==> config.mk <==
export PLATFORM = sky130hd
export DESIGN_NAME = kriptografi_denetleyici_flat
export DESIGN_NICKNAME = d
export VERILOG_FILES = /design/src/rtl/kriptografi_denetleyici_if.sv /design/src/rtl/kriptografi_denetleyici.sv /design/src/flat_wrapper.sv
export SDC_FILE = /design/constraint.sdc
export NUM_CORES = 1
export LEC_CHECK = 0
export ABC_AREA = 1
export CAP_MARGIN = 10
export CORE_ASPECT_RATIO = 0.8
export CORE_MARGIN = 2
export CORE_UTILIZATION = 44
export CTS_BUF_LIST = sky130_fd_sc_hd__clkbuf_8 sky130_fd_sc_hd__clkbuf_16
export DETAILED_ROUTE_END_ITERATION = 10
export MAX_ROUTING_LAYER = met4
export PLACE_DENSITY = 0.82
export SLEW_MARGIN = 20
export SYNTH_ARGS = -nofsm -noshare
export SYNTH_HDL_FRONTEND = slang
export SYNTH_SLANG_ARGS = --single-unit
==> constraint.sdc <==
create_clock -name clk_i -period 1.85 [get_ports clk_i]
set_clock_uncertainty 0.15 [all_clocks]
set_input_delay 0.555 -clock clk_i [delete_from_list [all_inputs] [get_ports clk_i]]
set_output_delay 0.555 -clock clk_i [all_outputs]
set_load 0.005 [all_outputs]
==> src/rtl/kriptografi_denetleyici_if.sv <==
// Issue / unit / writeback signal bundle for the crypto issue controller.
// master = the controller itself, slave = its environment (issue, unit, writeback).
interface kriptografi_denetleyici_if;
    logic        bosalt_i;
    logic        istek_gecerli_i;
    logic        istek_hazir_o;
    logic [2:0]  islem_kodu_i;
    logic [31:0] yazmac_rs1_i;
    logic [31:0] yazmac_rs2_i;
    logic [4:0]  hedef_yazmac_i;
    logic        blok_aktif_o;
    logic [2:0]  birim_islem_kodu_o;
    logic [31:0] birim_rs1_o;
    logic [31:0] birim_rs2_o;
    logic [31:0] birim_sonuc_i;
    logic        birim_hazir_i;
    logic        sonuc_gecerli_o;
    logic        sonuc_hazir_i;
    logic [31:0] sonuc_o;
    logic [4:0]  sonuc_hedef_o;
    logic        hata_o;
    logic        zaman_asimi_o;

    modport master (
        input  bosalt_i, istek_gecerli_i, islem_kodu_i, yazmac_rs1_i, yazmac_rs2_i,
               hedef_yazmac_i, birim_sonuc_i, birim_hazir_i, sonuc_hazir_i,
        output istek_hazir_o, blok_aktif_o, birim_islem_kodu_o, birim_rs1_o, birim_rs2_o,
               sonuc_gecerli_o, sonuc_o, sonuc_hedef_o, hata_o, zaman_asimi_o
    );

    modport slave (
        output bosalt_i, istek_gecerli_i, islem_kodu_i, yazmac_rs1_i, yazmac_rs2_i,
               hedef_yazmac_i, birim_sonuc_i, birim_hazir_i, sonuc_hazir_i,
        input  istek_hazir_o, blok_aktif_o, birim_islem_kodu_o, birim_rs1_o, birim_rs2_o,
               sonuc_gecerli_o, sonuc_o, sonuc_hedef_o, hata_o, zaman_asimi_o
    );
endinterface

==> src/rtl/kriptografi_denetleyici.sv <==
// Issue-side initiator for the execute-stage crypto unit: accepts one
// instruction, enables the unit until it answers or times out, then holds
// the result (or an error) for writeback.
module kriptografi_denetleyici #(
    parameter int ZAMAN_ASIMI     = 64,
    parameter int SAYAC_GENISLIGI = 8
) (
    input  logic                       clk_i,
    input  logic                       rst_i,
    kriptografi_denetleyici_if.master  bus
);

    typedef enum logic [1:0] {
        BOSTA     = 2'd0,
        CALISIYOR = 2'd1,
        SONUC     = 2'd2
    } durum_t;

    localparam logic [SAYAC_GENISLIGI-1:0] SON_SAYAC = SAYAC_GENISLIGI'(ZAMAN_ASIMI - 1);
    localparam logic [SAYAC_GENISLIGI-1:0] DOYMA     = {SAYAC_GENISLIGI{1'b1}};

    durum_t                     durum_q, durum_d;
    logic [SAYAC_GENISLIGI-1:0] sayac_q, sayac_d;
    logic [2:0]                 kod_q, kod_d;
    logic [31:0]                rs1_q, rs1_d;
    logic [31:0]                rs2_q, rs2_d;
    logic [4:0]                 hedef_q, hedef_d;
    logic [31:0]                sonuc_q, sonuc_d;
    logic                       hata_q, hata_d;
    logic                       zaman_q, zaman_d;

    logic kod_gecerli;
    assign kod_gecerli = (bus.islem_kodu_i <= 3'b101);

    // Next-state logic; flush overrides every other decision taken below.
    always_comb begin
        durum_d = durum_q;
        sayac_d = sayac_q;
        kod_d   = kod_q;
        rs1_d   = rs1_q;
        rs2_d   = rs2_q;
        hedef_d = hedef_q;
        sonuc_d = sonuc_q;
        hata_d  = hata_q;
        zaman_d = 1'b0;

        case (durum_q)
            BOSTA: begin
                if (bus.istek_gecerli_i && !bus.bosalt_i) begin
                    kod_d   = bus.islem_kodu_i;
                    rs1_d   = bus.yazmac_rs1_i;
                    rs2_d   = bus.yazmac_rs2_i;
                    hedef_d = bus.hedef_yazmac_i;
                    if (kod_gecerli) begin
                        durum_d = CALISIYOR;
                        sayac_d = '0;
                    end else begin
                        // Invalid opcodes never reach the unit.
                        durum_d = SONUC;
                        sonuc_d = '0;
                        hata_d  = 1'b1;
                    end
                end
            end
            CALISIYOR: begin
                if (sayac_q != DOYMA) begin
                    sayac_d = sayac_q + 1'b1;
                end
                if (bus.birim_hazir_i) begin
                    // The unit drops its result once disabled, so grab it now.
                    durum_d = SONUC;
                    sonuc_d = bus.birim_sonuc_i;
                    hata_d  = 1'b0;
                end else if (sayac_q == SON_SAYAC) begin
                    durum_d = SONUC;
                    sonuc_d = '0;
                    hata_d  = 1'b1;
                    zaman_d = 1'b1;
                end
            end
            SONUC: begin
                if (bus.sonuc_hazir_i) begin
                    durum_d = BOSTA;
                end
            end
            default: begin
                durum_d = BOSTA;
            end
        endcase

        if (bus.bosalt_i) begin
            durum_d = BOSTA;
            zaman_d = 1'b0;
        end
    end

    // State and datapath registers; reset clears everything asynchronously.
    always_ff @(posedge clk_i or negedge rst_i) begin
        if (!rst_i) begin
            durum_q <= BOSTA;
            sayac_q <= '0;
            kod_q   <= '0;
            rs1_q   <= '0;
            rs2_q   <= '0;
            hedef_q <= '0;
            sonuc_q <= '0;
            hata_q  <= 1'b0;
            zaman_q <= 1'b0;
        end else begin
            durum_q <= durum_d;
            sayac_q <= sayac_d;
            kod_q   <= kod_d;
            rs1_q   <= rs1_d;
            rs2_q   <= rs2_d;
            hedef_q <= hedef_d;
            sonuc_q <= sonuc_d;
            hata_q  <= hata_d;
            zaman_q <= zaman_d;
        end
    end

    // Outputs are decoded from the registered state, so reset drops them at once.
    // Operands are shown to the unit only while it is enabled, and the result
    // fields only while they are being offered to writeback.
    assign bus.istek_hazir_o      = (durum_q == BOSTA) && !bus.bosalt_i && rst_i;
    assign bus.blok_aktif_o       = (durum_q == CALISIYOR);
    assign bus.birim_islem_kodu_o = bus.blok_aktif_o ? kod_q : 3'b000;
    assign bus.birim_rs1_o        = bus.blok_aktif_o ? rs1_q : 32'h0;
    assign bus.birim_rs2_o        = bus.blok_aktif_o ? rs2_q : 32'h0;
    assign bus.sonuc_gecerli_o    = (durum_q == SONUC);
    assign bus.sonuc_o            = bus.sonuc_gecerli_o ? sonuc_q : 32'h0;
    assign bus.sonuc_hedef_o      = bus.sonuc_gecerli_o ? hedef_q : 5'd0;
    assign bus.hata_o             = bus.sonuc_gecerli_o && hata_q;
    assign bus.zaman_asimi_o      = zaman_q;

endmodule

==> src/flat_wrapper.sv <==
// flat-port wrapper written by rule: the top's interface ports become plain ports
module kriptografi_denetleyici_flat 
#(
    parameter int ZAMAN_ASIMI     = 64,
    parameter int SAYAC_GENISLIGI = 8
)
  (clk_i, rst_i, bus_bosalt_i, bus_istek_gecerli_i, bus_islem_kodu_i, bus_yazmac_rs1_i, bus_yazmac_rs2_i, bus_hedef_yazmac_i, bus_birim_sonuc_i, bus_birim_hazir_i, bus_sonuc_hazir_i, bus_istek_hazir_o, bus_blok_aktif_o, bus_birim_islem_kodu_o, bus_birim_rs1_o, bus_birim_rs2_o, bus_sonuc_gecerli_o, bus_sonuc_o, bus_sonuc_hedef_o, bus_hata_o, bus_zaman_asimi_o);
  kriptografi_denetleyici_if bus_i ();
  input  logic clk_i;
  input  logic rst_i;
  input wire logic [$bits(bus_i.bosalt_i)-1:0] bus_bosalt_i;
  input wire logic [$bits(bus_i.istek_gecerli_i)-1:0] bus_istek_gecerli_i;
  input wire logic [$bits(bus_i.islem_kodu_i)-1:0] bus_islem_kodu_i;
  input wire logic [$bits(bus_i.yazmac_rs1_i)-1:0] bus_yazmac_rs1_i;
  input wire logic [$bits(bus_i.yazmac_rs2_i)-1:0] bus_yazmac_rs2_i;
  input wire logic [$bits(bus_i.hedef_yazmac_i)-1:0] bus_hedef_yazmac_i;
  input wire logic [$bits(bus_i.birim_sonuc_i)-1:0] bus_birim_sonuc_i;
  input wire logic [$bits(bus_i.birim_hazir_i)-1:0] bus_birim_hazir_i;
  input wire logic [$bits(bus_i.sonuc_hazir_i)-1:0] bus_sonuc_hazir_i;
  output wire logic [$bits(bus_i.istek_hazir_o)-1:0] bus_istek_hazir_o;
  output wire logic [$bits(bus_i.blok_aktif_o)-1:0] bus_blok_aktif_o;
  output wire logic [$bits(bus_i.birim_islem_kodu_o)-1:0] bus_birim_islem_kodu_o;
  output wire logic [$bits(bus_i.birim_rs1_o)-1:0] bus_birim_rs1_o;
  output wire logic [$bits(bus_i.birim_rs2_o)-1:0] bus_birim_rs2_o;
  output wire logic [$bits(bus_i.sonuc_gecerli_o)-1:0] bus_sonuc_gecerli_o;
  output wire logic [$bits(bus_i.sonuc_o)-1:0] bus_sonuc_o;
  output wire logic [$bits(bus_i.sonuc_hedef_o)-1:0] bus_sonuc_hedef_o;
  output wire logic [$bits(bus_i.hata_o)-1:0] bus_hata_o;
  output wire logic [$bits(bus_i.zaman_asimi_o)-1:0] bus_zaman_asimi_o;
  assign bus_i.bosalt_i = bus_bosalt_i;
  assign bus_i.istek_gecerli_i = bus_istek_gecerli_i;
  assign bus_i.islem_kodu_i = bus_islem_kodu_i;
  assign bus_i.yazmac_rs1_i = bus_yazmac_rs1_i;
  assign bus_i.yazmac_rs2_i = bus_yazmac_rs2_i;
  assign bus_i.hedef_yazmac_i = bus_hedef_yazmac_i;
  assign bus_i.birim_sonuc_i = bus_birim_sonuc_i;
  assign bus_i.birim_hazir_i = bus_birim_hazir_i;
  assign bus_i.sonuc_hazir_i = bus_sonuc_hazir_i;
  assign bus_istek_hazir_o = bus_i.istek_hazir_o;
  assign bus_blok_aktif_o = bus_i.blok_aktif_o;
  assign bus_birim_islem_kodu_o = bus_i.birim_islem_kodu_o;
  assign bus_birim_rs1_o = bus_i.birim_rs1_o;
  assign bus_birim_rs2_o = bus_i.birim_rs2_o;
  assign bus_sonuc_gecerli_o = bus_i.sonuc_gecerli_o;
  assign bus_sonuc_o = bus_i.sonuc_o;
  assign bus_sonuc_hedef_o = bus_i.sonuc_hedef_o;
  assign bus_hata_o = bus_i.hata_o;
  assign bus_zaman_asimi_o = bus_i.zaman_asimi_o;
  kriptografi_denetleyici #(.ZAMAN_ASIMI(ZAMAN_ASIMI), .SAYAC_GENISLIGI(SAYAC_GENISLIGI)) u_core (.clk_i(clk_i), .rst_i(rst_i), .bus(bus_i));
endmodule
* Word-level counts from Yosys, hierarchy flattened
Cells that the tools add are included.
W data, S select, Z words.
** Cells by class
- Muxes and demuxes :: 30
- Equality and inequality tests :: 12
- $add $sub $neg :: 1
- $lt $le $gt $ge :: 1
- Reduce and logical (&&, ||, !) cells :: 11
** Operator list (count)
- $mux W32 :: 7
- $pmux W32 S2 :: 1
- $mux W8 :: 3
- $pmux W8 S2 :: 1
- $mux W2 :: 6
- $add A8 B1 Y8 const B :: 1
- $eq A8 B6 Y1 const B :: 1
- $mux W1 :: 8
- $ne A8 B8 Y1 const B :: 1
- $reduce_and A4 Y1 :: 2
- $ne A3 B3 Y1 const B :: 2
- $pmux W2 S3 :: 1
- $mux W5 :: 1
- $logic_and A1 B1 Y1 :: 4
- $ne A2 B1 Y1 const B :: 2
- $ne A2 B2 Y1 const B :: 2
- $ne A4 B4 Y1 const B :: 1
- $le A3 B3 Y1 const B :: 1
- $mux W3 :: 1
- $ne A3 B2 Y1 const B :: 1
- $reduce_and A3 Y1 :: 1
- $eq A2 B1 Y1 const B :: 1
- $eq A2 B2 Y1 const B :: 1
- $logic_not A2 Y1 :: 1
- other kinds (4) :: 4
** Word-level totals
- Bits of input ports :: 110
- Register bits after elaboration :: 116
- Word-level logic and storage cells :: 64
- Output and inout bits :: 109

* Depth between registers and ports, before layout
Gate-level depths: netlist of the first run.
- Depth in word-level cells :: 5
- Depth in mapped cells :: 9
- Gate-level depth less buffers :: 8

* Worst setup path after synthesis of the first run
OpenSTA, ideal clock, no wires.
- Kind :: register -> output
- Start :: register u_core.durum_q[0]
- End :: output bus_sonuc_o[11]
- Path buffers :: 2
- Arrival :: 1.110 ns
- Setup slack :: 0.035 ns
- Stages on the path, launching flop included :: 6
- Data required time :: 1.145 ns
- Cell sequence :: dfrtp_1 > nor2_1 > inv_2 > buf_2 > buf_2 > nor2_1
** On the way
- Word-level cells in the longest chain between the ends :: 2
** RTL lines
- start: declaration :: line kriptografi_denetleyici.sv:22 : durum_t durum_q, durum_d;
- start signal: assignment :: line kriptografi_denetleyici.sv:110 : durum_q <= durum_d;
- $eq A2 B2 Y1 :: line kriptografi_denetleyici.sv:130 : assign bus.sonuc_gecerli_o = (durum_q == SONUC);
- net bus_sonuc_gecerli_o :: line flat_wrapper.sv:25 : output wire logic [$bits(bus_i.sonuc_gecerli_o)-1:0] bus_sonuc_gecerli_o;
- $mux W32 :: line kriptografi_denetleyici.sv:131 : assign bus.sonuc_o = bus.sonuc_gecerli_o ? sonuc_q : 32'h0;
- end: declaration :: line flat_wrapper.sv:26 : output wire logic [$bits(bus_i.sonuc_o)-1:0] bus_sonuc_o;
The timed path passes the listed nets, and every way through them passes these cells.

* Final worst setup path of the first run
- Start :: register u_core.durum_q[1]
- End :: output bus_hata_o
** On the way
- Word-level cells in the longest chain between the ends :: 2
** RTL lines
- $eq A2 B2 Y1 :: line kriptografi_denetleyici.sv:130
- $logic_and A1 B1 Y1 :: line kriptografi_denetleyici.sv:133 : assign bus.hata_o = bus.sonuc_gecerli_o && hata_q;
- end: declaration :: line flat_wrapper.sv:28 : output wire logic [$bits(bus_i.hata_o)-1:0] bus_hata_o;
Every way passes these cells.

==> metrics, run 1 <==
final worst path period share=1.28; worst-path cell chain=inv_4 -> buf_6 -> nor2_4 -> inv_4 -> buf_12 -> nor2_1 -> clkdlybuf4s15_2; most frequent cells in the layout=115 x dfrtp_1, 111 x inv_1, 108 x clkdlybuf4s50_1; Yosys cell types=30; CTS tree=built; Setup WS post-layout=-0.517 ns; layout cell share with drive strength beyond 1=0.450; synthesized area per cell=8.06 µm²; RSZ-0062 raised after global routing=true; Post-Syn Nets=801; minimum clock period=2.37 ns; static leakage=4.90 nW; Setup TNS=-53.79 ns; hold depth=2; Async S/R FF share, synth=1.00; CP Max Fanout=22; clock-pin slew on the worst setup and hold paths=0.06 ns; Worst Hold Class=reg -> reg; total wire length=20400 µm; vias=5690; die height=105 µm; ant diodes=0; R2R cell count=13; Total GRT Usage=0.281; largest net degree at the start of global routing=116; Vias/cell=4.95; Seq/Total Area, Yosys=0.522; Final HPWL DP=10100 µm; WS Path Type=reg -> out; Buffers on Ports=218; total grt overflow=0; Critical Path Max Stage Delay=0.40 ns; htree depth=4; area of the mapped netlist=5560 µm²; Top cell by count, worst path=inv_4; area of the multi-input gates=2990 µm²; Yosys warning total=0; fin nets=1076; vias in the first global route=5711; Die X=130 µm; fin cells=1149; fill count=737; pre-CTS WS=-0.699 ns; Worst slew margin=0.590; failing checks=setup timing; commonest non-fill, non-tap cell in the layout=dfrtp_1; first-pass GRT wire length=28900 µm; Post-synth EDFFs=0; worst skew pair latency=0.40 ns; Max VDD drop=1040 µV; register bit total from synthesis=116; Initial DRT Pass Iterations=5; max_cap viols=0; Synth Flop Type=dfrtp_1; Pwr Total=15.8 mW; Worst setup SP type=register; WP buf/inv=5; starting DRC count in detailed routing=375; initial core utilization=0.454; clock buffer count from CTS=17; crit end category=output port; slowest CP cell=dfrtp_1; gpl congestion=0.792; Max Transition Viols Final=0; placed insts=1071; WL/cell=17.7 µm; root buf cell=clkbuf_16; area delta synth->final=79.2%; row cnt=36; worst path arrival time=1.66 ns; die area=13600 µm²; fmax=423 MHz; initial antenna violation count=0; Residual DRC=0; outcome=complete, but fails checks; Crit path max-delay family=buffers and inverters; Hold Fails Final Rpt=0; IO Pins=219; worst-margin pin slew=0.614 ns; Clock Tree Buf Depth=2; Clock Sinks=116; setup slack on the worst flop-to-flop path=-0.39 ns; Pwr per Cell Area=1580 nW/µm²; post-route ant nets=0; Final Util=0.814; Stages on worst setup path=7; Core Region=12300 µm²; FF+latch area=2900 µm²; Synth Instances=690; final setup fails=155; Critical Path RT=1.14 ns
power by group:
part	internal [mW]	switching, mW
combinational	3.70	4.39
sequential	3.70	0.555
clock	2.24	1.20
total	9.64	6.14
cells by family (layout without fill, tap and decap cells):
logic type,Yosys count,after routing,share of synthesized area
and+or+nand+nor,343,349,0.242
buffers and inverters,147,429,0.117
DFF,116,116,0.522
AOI/OAI and AO/OA,81,81,0.114
xor gates and xnor gates,2,2,0.00315
adders and majority gates,1,1,0.00225
final cells by class:
type | count | area share
clock buffer | 17 | 0.0427
timing repair buffer | 283 | 0.280
multi-input combinational | 433 | 0.300
tap | 171 | 0.0215
sequential | 116 | 0.291
inverter | 114 | 0.0447
clock inverter | 15 | 0.0193
registers in the layout, indices dropped and copies added, names as in the netlist:
name / count
u_core.hedef_q: 5
u_core.rs1_q: 32
u_core.sonuc_q: 32
u_core.bus.zaman_asimi_o: 1
u_core.sayac_q: 8
u_core.rs2_q: 32
u_core.durum_q: 2
u_core.hata_q: 1
u_core.kod_q: 3
worst reg2reg max path: stages, from the launching register on:
cell	delay (ns)
dfrtp_1	0.41
inv_4	0.14
buf_12	0.13
nand2_8	0.08
buf_12	0.17
buf_8	0.13
buf_6	0.11
buf_6	0.10
buf_6	0.12
nor2_4	0.14
nand2_8	0.16
buf_6	0.17
nand3_4	0.07
nand2_2	0.05
path summary, 6_finish.rpt:
check | startpoint | endpoint
setup / recovery | u_core.durum_q[1]$_DFFE_PN0P_ | bus_hata_o
hold reg to reg | u_core.sonuc_q[14]$_DFFE_PN0P_ | u_core.sonuc_q[14]$_DFFE_PN0P_
setup reg to reg | u_core.durum_q[1]$_DFFE_PN0P_ | u_core.hata_q$_DFFE_PN0P_
min in group asynchronous | rst_i | u_core.sonuc_q[29]$_DFFE_PN0P_
max in group asynchronous | rst_i | u_core.durum_q[0]$_DFFE_PN0P_
hold / removal | u_core.sonuc_q[14]$_DFFE_PN0P_ | u_core.sonuc_q[14]$_DFFE_PN0P_
Yosys cell counts, types with 2 or more instances:
master,n,area [µm²]
a21oi_1,12,60.1
a21oi_2,60,526
and3_1,2,12.5
buf_2,6,30.0
buf_4,5,37.5
buf_6,8,90.1
clkbuf_1,12,45.0
dfrtp_1,116,2900
inv_1,109,409
inv_2,4,15.0
nand2_1,133,499
nand2_2,4,25.0
nand3_1,8,40.0
nor2_1,188,706
o21ai_1,7,35.0
or2_2,2,12.5
what timing repair did:
action                     4_1_cts  5_1_grt
pin swaps                       16       23
hold buffers                     1        0
setup endpoints to repair      142      173
gates resized for setup        554      199
hold endpoints to repair         1        0
cloned                          17        3
buffers inserted                20       15
routing by layer:
layer  global-route usage  part of all wire
met1                0.352              0.39
met2                0.463              0.51
met3               0.0614             0.069
met4               0.0753             0.024
met5                    -                 0
per-stage QoR:
| step | area [µm²] | hold slack, ns |
|---|---|---|
| after floorplan | 5560 | 0.109 |
| after global placement | 8030 | 0.300 |
| after detailed placement | 8030 | 0.296 |
| after CTS | 9310 | 0.321 |
| after global routing | 9970 | 0.345 |
| final | 9970 | 0.319 |
Power figures use the tool's default switching activity.
==> run 2: changes to the inputs <==
- CAP_MARGIN: 10 -> unset
- GPL_TIMING_DRIVEN: unset -> 1
==> results of run 2 <==
The final DEF is identical to that of run 1; final timing and power are the same.
